`src/rtl/match_select_ctrl_pkg.sv`:
```
// Shared types for the deflate best-match scheduler: default widths, bank count,
// per-slot record and output FSM encoding.
package match_select_ctrl_pkg;

    localparam int unsigned NUM_BANKS = 3;
    localparam int unsigned DEF_LEN_W = 5;
    localparam int unsigned DEF_POS_W = 32;

    // Index 0 is bank b1, index 2 is bank b3.
    typedef struct packed {
        logic                                  busy;
        logic [NUM_BANKS-1:0]                  got;
        logic [NUM_BANKS-1:0]                  hit;
        logic [NUM_BANKS-1:0][DEF_LEN_W-1:0]   len;
        logic [NUM_BANKS-1:0][DEF_POS_W-1:0]   pos;
        logic [DEF_POS_W-1:0]                  cur_pos;
    } slot_t;

    typedef enum logic {
        StIdle,
        StHold
    } out_state_e;

endpackage

```
`src/rtl/match_best_sel.sv`:
```
// Combinational pick of the longest hit among the three banks; on equal length the
// lower bank index wins. No hit yields zero length and position.
module match_best_sel
    import match_select_ctrl_pkg::*;
#(
    parameter int unsigned LEN_W = DEF_LEN_W,
    parameter int unsigned POS_W = DEF_POS_W
) (
    input  logic [NUM_BANKS-1:0]            hit_i,
    input  logic [NUM_BANKS-1:0][LEN_W-1:0] len_i,
    input  logic [NUM_BANKS-1:0][POS_W-1:0] pos_i,
    output logic                            hit_o,
    output logic [LEN_W-1:0]                len_o,
    output logic [POS_W-1:0]                pos_o
);

    always_comb begin
        hit_o = 1'b0;
        len_o = '0;
        pos_o = '0;
        // Strict compare keeps the earlier (higher priority) bank on ties.
        for (int n = 0; n < NUM_BANKS; n++) begin
            if (hit_i[n] && (!hit_o || (len_i[n] > len_o))) begin
                hit_o = 1'b1;
                len_o = len_i[n];
                pos_o = pos_i[n];
            end
        end
    end

endmodule

```
`src/rtl/match_select_ctrl.sv`:
```
// Best-match scheduler: tagged slot ring collecting out-of-order bank returns, in-order
// retirement over valid/ready, and a head timeout that forces stalled slots out.
module match_select_ctrl
    import match_select_ctrl_pkg::*;
#(
    parameter int unsigned NUM_SLOTS = 4,
    parameter int unsigned LEN_W     = DEF_LEN_W,
    parameter int unsigned POS_W     = DEF_POS_W,
    parameter int unsigned TIMEOUT   = 15
) (
    input  logic                         clk,
    input  logic                         rst_n,
    input  logic                         issue_valid,
    output logic                         issue_ready,
    input  logic [POS_W-1:0]             issue_pos,
    output logic [$clog2(NUM_SLOTS)-1:0] issue_tag,
    input  logic                         b1_valid,
    input  logic [$clog2(NUM_SLOTS)-1:0] b1_tag,
    input  logic                         b1_hit,
    input  logic [LEN_W-1:0]             b1_len,
    input  logic [POS_W-1:0]             b1_pos,
    input  logic                         b2_valid,
    input  logic [$clog2(NUM_SLOTS)-1:0] b2_tag,
    input  logic                         b2_hit,
    input  logic [LEN_W-1:0]             b2_len,
    input  logic [POS_W-1:0]             b2_pos,
    input  logic                         b3_valid,
    input  logic [$clog2(NUM_SLOTS)-1:0] b3_tag,
    input  logic                         b3_hit,
    input  logic [LEN_W-1:0]             b3_len,
    input  logic [POS_W-1:0]             b3_pos,
    output logic                         out_valid,
    input  logic                         out_ready,
    output logic                         out_hit,
    output logic [LEN_W-1:0]             out_len,
    output logic [POS_W-1:0]             out_pos,
    output logic [POS_W-1:0]             out_cur_pos,
    output logic                         err_proto,
    output logic                         err_timeout
);

    localparam int unsigned TAG_W = $clog2(NUM_SLOTS);
    localparam int unsigned CNT_W = TAG_W + 1;
    localparam int unsigned TMR_W = $clog2(TIMEOUT + 1);
    localparam logic [CNT_W-1:0] FULL_CNT  = CNT_W'(NUM_SLOTS);
    localparam logic [TMR_W-1:0] TIMER_MAX = TMR_W'(TIMEOUT);

    slot_t                          slots_q [NUM_SLOTS];
    slot_t                          slots_d [NUM_SLOTS];
    logic [TAG_W-1:0]               head_q, head_d, tail_q, tail_d;
    logic [CNT_W-1:0]               count_q, count_d;
    logic [TMR_W-1:0]               timer_q, timer_d;
    out_state_e                     state_q, state_d;
    logic                           out_hit_q, out_hit_d;
    logic [LEN_W-1:0]               out_len_q, out_len_d;
    logic [POS_W-1:0]               out_pos_q, out_pos_d;
    logic [POS_W-1:0]               out_cur_pos_q, out_cur_pos_d;
    logic                           err_proto_q, err_proto_d;
    logic                           err_timeout_q, err_timeout_d;

    logic [NUM_BANKS-1:0]             ret_valid, ret_hit;
    logic [NUM_BANKS-1:0][TAG_W-1:0]  ret_tag;
    logic [NUM_BANKS-1:0][LEN_W-1:0]  ret_len;
    logic [NUM_BANKS-1:0][POS_W-1:0]  ret_pos;

    slot_t            head_slot;
    logic             all_got, timed_out, head_complete, load, issue_fire;
    logic             sel_hit;
    logic [LEN_W-1:0] sel_len;
    logic [POS_W-1:0] sel_pos;

    assign ret_valid = {b3_valid, b2_valid, b1_valid};
    assign ret_hit   = {b3_hit, b2_hit, b1_hit};
    assign ret_tag   = {b3_tag, b2_tag, b1_tag};
    assign ret_len   = {b3_len, b2_len, b1_len};
    assign ret_pos   = {b3_pos, b2_pos, b1_pos};

    assign issue_ready   = (count_q != FULL_CNT);
    assign issue_tag     = tail_q;
    assign issue_fire    = issue_valid && issue_ready;
    assign head_slot     = slots_q[head_q];
    assign all_got       = &head_slot.got;
    assign timed_out     = head_slot.busy && !all_got && (timer_q == TIMER_MAX);
    assign head_complete = head_slot.busy && (all_got || timed_out);
    assign load          = head_complete && ((state_q == StIdle) || out_ready);

    // Banks that never returned are masked out so a timed-out slot sees them as misses.
    match_best_sel #(
        .LEN_W (LEN_W),
        .POS_W (POS_W)
    ) u_best_sel (
        .hit_i (head_slot.hit & head_slot.got),
        .len_i (head_slot.len),
        .pos_i (head_slot.pos),
        .hit_o (sel_hit),
        .len_o (sel_len),
        .pos_o (sel_pos)
    );

    always_comb begin
        slots_d     = slots_q;
        err_proto_d = err_proto_q;
        for (int n = 0; n < NUM_BANKS; n++) begin
            if (ret_valid[n]) begin
                if (!slots_q[ret_tag[n]].busy || slots_q[ret_tag[n]].got[n]) begin
                    err_proto_d = 1'b1;
                end else begin
                    slots_d[ret_tag[n]].got[n] = 1'b1;
                    slots_d[ret_tag[n]].hit[n] = ret_hit[n];
                    slots_d[ret_tag[n]].len[n] = ret_len[n];
                    slots_d[ret_tag[n]].pos[n] = ret_pos[n];
                end
            end
        end
        if (load) begin
            slots_d[head_q].busy = 1'b0;
        end
        // Tail never equals a retiring head here: issue is blocked whenever the ring is full.
        if (issue_fire) begin
            slots_d[tail_q]         = '0;
            slots_d[tail_q].busy    = 1'b1;
            slots_d[tail_q].cur_pos = issue_pos;
        end
    end

    always_comb begin
        head_d        = head_q;
        tail_d        = tail_q;
        count_d       = count_q;
        timer_d       = timer_q;
        state_d       = state_q;
        out_hit_d     = out_hit_q;
        out_len_d     = out_len_q;
        out_pos_d     = out_pos_q;
        out_cur_pos_d = out_cur_pos_q;
        err_timeout_d = err_timeout_q;

        if (issue_fire) begin
            tail_d = tail_q + 1'b1;
        end
        if (load) begin
            head_d = head_q + 1'b1;
        end
        count_d = count_q + CNT_W'(issue_fire) - CNT_W'(load);

        if (load || !head_slot.busy) begin
            timer_d = '0;
        end else if (!all_got && (timer_q != TIMER_MAX)) begin
            timer_d = timer_q + 1'b1;
        end

        if (load) begin
            out_hit_d     = sel_hit;
            out_len_d     = sel_len;
            out_pos_d     = sel_pos;
            out_cur_pos_d = head_slot.cur_pos;
            if (timed_out) begin
                err_timeout_d = 1'b1;
            end
        end

        unique case (state_q)
            StIdle: if (load) state_d = StHold;
            StHold: begin
                if (load) begin
                    state_d = StHold;
                end else if (out_ready) begin
                    state_d = StIdle;
                end
            end
            default: state_d = StIdle;
        endcase
    end

    always_ff @(posedge clk or negedge rst_n) begin
        if (!rst_n) begin
            for (int i = 0; i < NUM_SLOTS; i++) begin
                slots_q[i] <= '0;
            end
            head_q        <= '0;
            tail_q        <= '0;
            count_q       <= '0;
            timer_q       <= '0;
            state_q       <= StIdle;
            out_hit_q     <= 1'b0;
            out_len_q     <= '0;
            out_pos_q     <= '0;
            out_cur_pos_q <= '0;
            err_proto_q   <= 1'b0;
            err_timeout_q <= 1'b0;
        end else begin
            for (int i = 0; i < NUM_SLOTS; i++) begin
                slots_q[i] <= slots_d[i];
            end
            head_q        <= head_d;
            tail_q        <= tail_d;
            count_q       <= count_d;
            timer_q       <= timer_d;
            state_q       <= state_d;
            out_hit_q     <= out_hit_d;
            out_len_q     <= out_len_d;
            out_pos_q     <= out_pos_d;
            out_cur_pos_q <= out_cur_pos_d;
            err_proto_q   <= err_proto_d;
            err_timeout_q <= err_timeout_d;
        end
    end

    assign out_valid   = (state_q == StHold);
    assign out_hit     = out_hit_q;
    assign out_len     = out_len_q;
    assign out_pos     = out_pos_q;
    assign out_cur_pos = out_cur_pos_q;
    assign err_proto   = err_proto_q;
    assign err_timeout = err_timeout_q;

endmodule

```
`config.mk`:
```
export PLATFORM = sky130hd
export DESIGN_NAME = match_select_ctrl
export DESIGN_NICKNAME = d
export VERILOG_FILES = /design/src/rtl/match_select_ctrl_pkg.sv /design/src/rtl/match_best_sel.sv /design/src/rtl/match_select_ctrl.sv
export SDC_FILE = /design/constraint.sdc
export NUM_CORES = 2
export LEC_CHECK = 0
export ABC_AREA = 1
export BUFFER_PORTS_ARGS = -buffer_cell sky130_fd_sc_hd__buf_2
export CAP_MARGIN = 20
export CORE_ASPECT_RATIO = 1.5
export CORE_MARGIN = 1.5
export CORE_UTILIZATION = 58
export DETAILED_ROUTE_END_ITERATION = 7
export HOLD_SLACK_MARGIN = 0.08
export PLACE_DENSITY = 0.86
export SYNTH_ARGS = -nofsm -noshare
export SYNTH_HDL_FRONTEND = slang
export SYNTH_SLANG_ARGS = --single-unit
```
`constraint.sdc`:
```
create_clock -name clk -period 6.4 [get_ports clk]
set_clock_uncertainty 0.1 [all_clocks]
set_input_delay 0 -clock clk [delete_from_list [all_inputs] [get_ports clk]]
set_output_delay 0 -clock clk [all_outputs]
set_load 0.01 [all_outputs]
```
# After elaboration in Yosys (flattened, before gate mapping)
# Index checks and enable logic that the tools add are counted.
dict set report totals {
  ff_bits 684
  output_inout_bits 76
  word_cells 199
}
dict set report classes {
  n_addsub 5
  magnitude_cmp 12
  eq_ne 3
  mux 88
  n_bitwise 9
  n_reduce_logical 31
}
# cell n
set op_table {}
lappend op_table {{$bwmux W600} 15}
lappend op_table {{$demux W150 S2} 16}
lappend op_table {{$mux W600} 8}
lappend op_table {{$mux W150} 11}
lappend op_table {{$bmux W150 S2} 4}
lappend op_table {{$and A600 B600 Y600} 1}
lappend op_table {{$not A600 Y600} 1}
lappend op_table {{$mux W149} 1}
lappend op_table {{$mux W148} 1}
lappend op_table {{$mux W147} 1}
lappend op_table {{$mux W146} 1}
lappend op_table {{$mux W145} 1}
lappend op_table {{$mux W144} 1}
lappend op_table {{$mux W143} 1}
lappend op_table {{$mux W138} 1}
lappend op_table {{$mux W133} 1}
lappend op_table {{$mux W128} 1}
lappend op_table {{$mux W32} 4}
lappend op_table {{$mux W96} 1}
lappend op_table {{$mux W64} 1}
lappend op_table {{$ge A3 B3 Y1 const B} 5}
lappend op_table {{$lt A3 B1 Y1 const B} 5}
lappend op_table {{$mux W5} 3}
lappend op_table {{$not A2 Y3} 5}
lappend op_table {{other kinds (19)} 58}

# Longest topological paths before layout
dict set report depth {
  ltp_word 29
  mapped_depth 34
  ltp_nobuf 29
}

# Modules after synthesis
# Synthesis repeated with hierarchy kept, for this count alone.
dict set report unflattened {
  cells_unflattened 5019
  area_unflattened_um2 35834.4
}
# module n_inst cells_each area_per_inst_um2
set by_module_without_submodules {}
lappend by_module_without_submodules {match_select_ctrl 1 4686 33841.2}
lappend by_module_without_submodules {match_best_sel 1 333 1993.2}

# Worst setup path after synthesis
# OpenSTA, ideal clock, no wires.
dict set report synth_path {
  path_kind {register -> register}
  startpoint {reg head_q[0]}
  endpoint {reg out_len_q[0] (netlist: out_len[0])}
  t_arrival_ns 3.754
  required_ns 6.184
  path_slack_ns 2.429
  path_stages_with_launch 34
  path_buffers 8
  path_cell_list {dfrtp_1 -> buf_6 -> buf_6 -> buf_6 -> buf_6 -> buf_2 -> o21ai_0 -> nand2_1 -> nor2_1 -> inv_1 -> ha_1 -> nand2_1 -> nor2_1 -> nand2_1 -> nand3_1 -> nand2_1 -> nand2_1 -> buf_4 -> nand3_1 -> and2_1 -> ha_1 -> nand2_1 -> nor2_1 -> nand2_1 -> nand3_1 -> nand2_1 -> nand2_1 -> buf_4 -> buf_6 -> nand3_1 -> nand2_1 -> inv_1 -> nand2_1 -> nand2_1}
}
dict set report synth_via {
  elab_chain_cells 14
  word_cells_on_any_way 25
  cone_classes {2 x order compare; 8 x mux; 2 x bitwise; 13 x reduce/logical}
}
# element line_no
set synth_rtl {}
lappend synth_rtl {{from (decl)} match_select_ctrl.sv:50} ;# logic [TAG_W-1:0] head_q, head_d, tail_q, tail_d;
lappend synth_rtl {{from (signal assigned)} match_select_ctrl.sv:180} ;# head_q <= '0;
lappend synth_rtl {{from (signal assigned)} match_select_ctrl.sv:195} ;# head_q <= head_d;
lappend synth_rtl {{$not A2 Y3 (not written as such) (*)} match_select_ctrl.sv:81} ;# assign head_slot = slots_q[head_q];
lappend synth_rtl {{$bmux W150 S2 (*)} match_select_ctrl.sv:81}
lappend synth_rtl {{$mux W150 (not written as such) (*) (2 in series)} match_select_ctrl.sv:81}
lappend synth_rtl {{$and A3 B3 Y3} match_select_ctrl.sv:92} ;# .hit_i (head_slot.hit & head_slot.got),
lappend synth_rtl {{$mux W5 / $mux W1 (equally long branches)} match_best_sel.sv:23} ;# if (hit_i[n] && (!hit_o || (len_i[n] > len_o))) begin
lappend synth_rtl {{$gt A5 B5 Y1 / $logic_not A1 Y1 (equally long branches)} match_best_sel.sv:23}
lappend synth_rtl {{$logic_or A1 B1 Y1} match_best_sel.sv:23}
lappend synth_rtl {{$logic_and A1 B1 Y1} match_best_sel.sv:23}
lappend synth_rtl {{$mux W5 / $mux W1 (equally long branches)} match_best_sel.sv:23}
lappend synth_rtl {{$gt A5 B5 Y1 / $logic_not A1 Y1 (equally long branches)} match_best_sel.sv:23}
lappend synth_rtl {{$logic_or A1 B1 Y1} match_best_sel.sv:23}
lappend synth_rtl {{$logic_and A1 B1 Y1} match_best_sel.sv:23}
lappend synth_rtl {{$mux W5} match_best_sel.sv:23}
lappend synth_rtl {{to (signal assigned)} match_select_ctrl.sv:201} ;# out_len_q <= out_len_d;
lappend synth_rtl {{to (decl)} match_select_ctrl.sv:55} ;# logic [LEN_W-1:0] out_len_q, out_len_d;
# Every way passes the cells marked *; elsewhere a longest branch is shown, timed or not. The select of a mux whose other input is x is not followed.
# A chain may end at the register's enable or synchronous reset.

# Worst setup path in the final report
dict set report layout_path {
  startpoint {reg head_q[1]}
  endpoint {reg out_len_q[4] (netlist: out_len[4])}
}
# Same word-level chain as after synthesis.

==> run_results.csv <==
group,metric,value,unit
logic_synthesis,synth_cell_type_count,33,
clock_network,ctsHoldBuffers,159,
logic_synthesis,yosys-top-cells-area,"dfrtp_1 49%, nand2_1 16%, nor2_1 12%",
grt,grt_pass1_wl,166,mm
clock_network,cts-root-buf,"clkbuf_16",
logic_synthesis,ys_ff_latch,684,
clock_network,cts_resized,0,
sta,whs,0.109,ns
clock_network,cts_setup_buffers,0,
sta,slew_violations,0,
critical_path,critPathKind,"reg2reg",
cells_and_area,layoutNonFillerInstCount,6066,
clock_network,clk_pin_slew_worst_paths,0.06,ns
sta,fin_crit_sh,91.5,%
logic_synthesis,synth_cells,5032,
floorplanning,initial_core_util,58.8,%
drt,routed_via_density,5.38,
place,gp_congestion,0.930,
place,place_ws,0.719,ns
floorplanning,num_io_pins,235,
floorplanning,die_h,305,µm
drt,routedWlPerCell,17.1,µm
power,p_per_area,220,mW/mm²
sta,tightest_slew,1.19,ns
sta,fin_ws,0.541,ns
drt,antenna_left,0,
sta,finalSetupViolCount,0,
flow_run,maxCapViolations,0,
logic_synthesis,synth_nets,5213,
sta,fin_crit,5.86,ns
grt,grt_overflow,0,
sta,slew_headroom,20.8,%
drt,num_vias,32600,
drt,routed_wl,104,mm
floorplanning,rows,110,
sta,hold_violations,0,
grt,antenna_found_initial,14,
clock_network,cts_tree,"done",
logic_synthesis,synth.top_cell.area_share,48.5,%
critical_path,cp_common_cell,"nand2_1",
logic_synthesis,syn_area,0.0353,mm²
place,place_inst,5779,
logic_synthesis,ys.flop_type,"dfrtp_1",
floorplanning,fp.dieW,204,µm
sta,fin_setup_tns,0,ns
cells_and_area,post-route-util,67.1,%
drt,drt_iter0_drc,3260,
worst_hold_path,hold_class,"in2reg",
grt,grt_pass1_vias,31900,
drt,drtPass1Iterations,8,
logic_synthesis,yosysMostFrequentCell,"nand2_1",
logic_synthesis,avgSynthCellArea,7.01,µm²
place,hpwl,61.3,mm
cells_and_area,nNetsFinal,5405,
place,port-buffer-count,234,
critical_path,cp.arrival,6.27,ns
cells_and_area,area_growth,14.2,%
floorplanning,fp.coreArea,0.0600,mm²
critical_path,critPathMaxStageDelay,0.66,ns
logic_synthesis,async_flop_share,100,%
logic_synthesis,yosysSeqAreaShare,48.5,%
grt,gr-usage-all-layers,33.6,%
logic_synthesis,synth_commonest_cells,"1508 x nand2_1, 1098 x nor2_1, 684 x dfrtp_1",
logic_synthesis,yosys.area.top_type,"dfrtp_1",
logic_synthesis,synth_edf_count,0,
clock_network,cts_buffers,67,
critical_path,slowest_stage,"dfrtp_4",
power,ir_worst_vdd,0.269,mV
outcome,status,"completed",
logic_synthesis,yosysWarningCount,0,
clock_network,cts_sinks,684,
sta,fmax,171,MHz
critical_path,critical_path_required,6.81,ns
drt,drc_errors,0,
sta,rsz0062_at_grt,"no",
power,leakage,0.0241,µW
clock_network,ctsHtreeMaxLevel,3,
critical_path,cp-end-kind,"flip-flop",
critical_path,start_kind,"flip-flop",
cells_and_area,drive_gt1_share,7.68,%
floorplanning,dieArea,0.0623,mm²
grt,grt_max_degree,286,
cells_and_area,nFillCells,4939,
clock_network,insertion_delay,0.62,ns
clock_network,cts_buffer_depth,3,
critical_path,crit_fanout,38,
[logic make-up (layout without fill, tap and decap cells)]
group	count (synthesis)	count (layout)	synth area share, %
simple gates	2763	2763	30.1
flops	684	684	48.5
other cells	0	8	0
compound gates	661	661	9.73
xor+xnor	5	5	0.124
buf+inv	897	1139	10.7
fa+ha+maj	22	22	0.802
[cells in the final DEF (no fill, tap or decap), types with 2 or more instances in the layout]
cell type	instances
clkbuf_1	12
a21oi_1	170
buf_12	6
nand4_4	3
clkbuf_16	69
buf_16	2
clkinvlp_4	2
buf_4	36
nand3_1	131
and2_1	5
dlygate4sd3_1	158
nor2_1	1098
clkbuf_8	12
inv_2	2
clkinv_2	9
dfrtp_4	2
nand2_2	3
diode_2	8
a32oi_1	4
xor2_1	3
dfrtp_1	682
nand4_1	10
o21ai_0	390
inv_1	579
ha_1	21
a22oi_1	4
buf_2	233
o22ai_1	67
nand2_1	1503
bufinv_16	8
clkinv_4	4
inv_6	4
nand2_4	4
xnor2_1	2
o21ai_1	23
nor3_1	4
[through the flow]
stage | power [µW] | area [µm²]
6_report | 8850 | 40300
5_1_grt | 9070 | 40300
4_1_cts | 8880 | 40200
3_5_place_dp | 4640 | 36300
3_3_place_gp | 4630 | 36300
2_1_floorplan | 4440 | 35300
[routing by layer]
| metal | wire length [µm] | GRT usage (%) | up-vias |
|---|---|---|---|
| li1 | - | - | 15700 |
| met1 | 38900 | 41.0 | 15200 |
| met2 | 49800 | 54.6 | 1444 |
| met3 | 7820 | 5.24 | 317 |
| met4 | 7160 | 22.8 | 12 |
| met5 | 59 | 0 | - |
[power breakdown]
part / switching (µW) / leakage, µW / internal, µW
combinational: 193 / 0.0159 / 115
clock: 1760 / 0.00113 / 2450
sequential: 1.58 / 0.00709 / 4330
total: 1960 / 0.0241 / 6890
[state kept, by name, indices dropped and copies added (netlist names)]
register / flops
slots_q: 600
out_cur_pos: 32
out_pos: 32
out_len: 5
timer_q: 4
count_q: 3
head_q: 2
issue_tag: 2
err_proto: 1
err_timeout: 1
out_hit: 1
out_valid: 1
[layout make-up]
type | count | area [µm²] | share of cell area, %
sequential | 684 | 17100 | 42.5
multi-input combinational | 3451 | 14400 | 35.9
antenna | 8 | 20.0 | 0.0497
timing repair buffer | 436 | 3210 | 7.97
inverter | 584 | 2200 | 5.46
clock buffer | 93 | 1940 | 4.81
tap | 784 | 981 | 2.44
clock inverter | 26 | 362 | 0.898
[final timing paths]
kind	from	end	slack [ns]	cells after the start
setup / recovery	head_q[1]	out_len[4]	0.54	29
hold / removal	b3_pos[29]	slots_q[575]	0.11	4
setup reg to reg	head_q[1]	out_len[4]	0.54	29
hold reg to reg	out_cur_pos[2]	out_cur_pos[2]	0.38	2
max in group asynchronous	rst_n	slots_q[403]	4.52	5
min in group asynchronous	rst_n	out_cur_pos[3]	0.54	4
[worst max-delay path, delay by kind of cell (launching register included)]
family                     cells  cell delay [ns]
and+or+nand+nor               21             3.03
adders and majority gates      2             0.52
AOI/OAI and AO/OA              2             0.22
DFF                            1             0.66
buffers and inverters          4             1.15
Power figures use the tool's default switching activity.
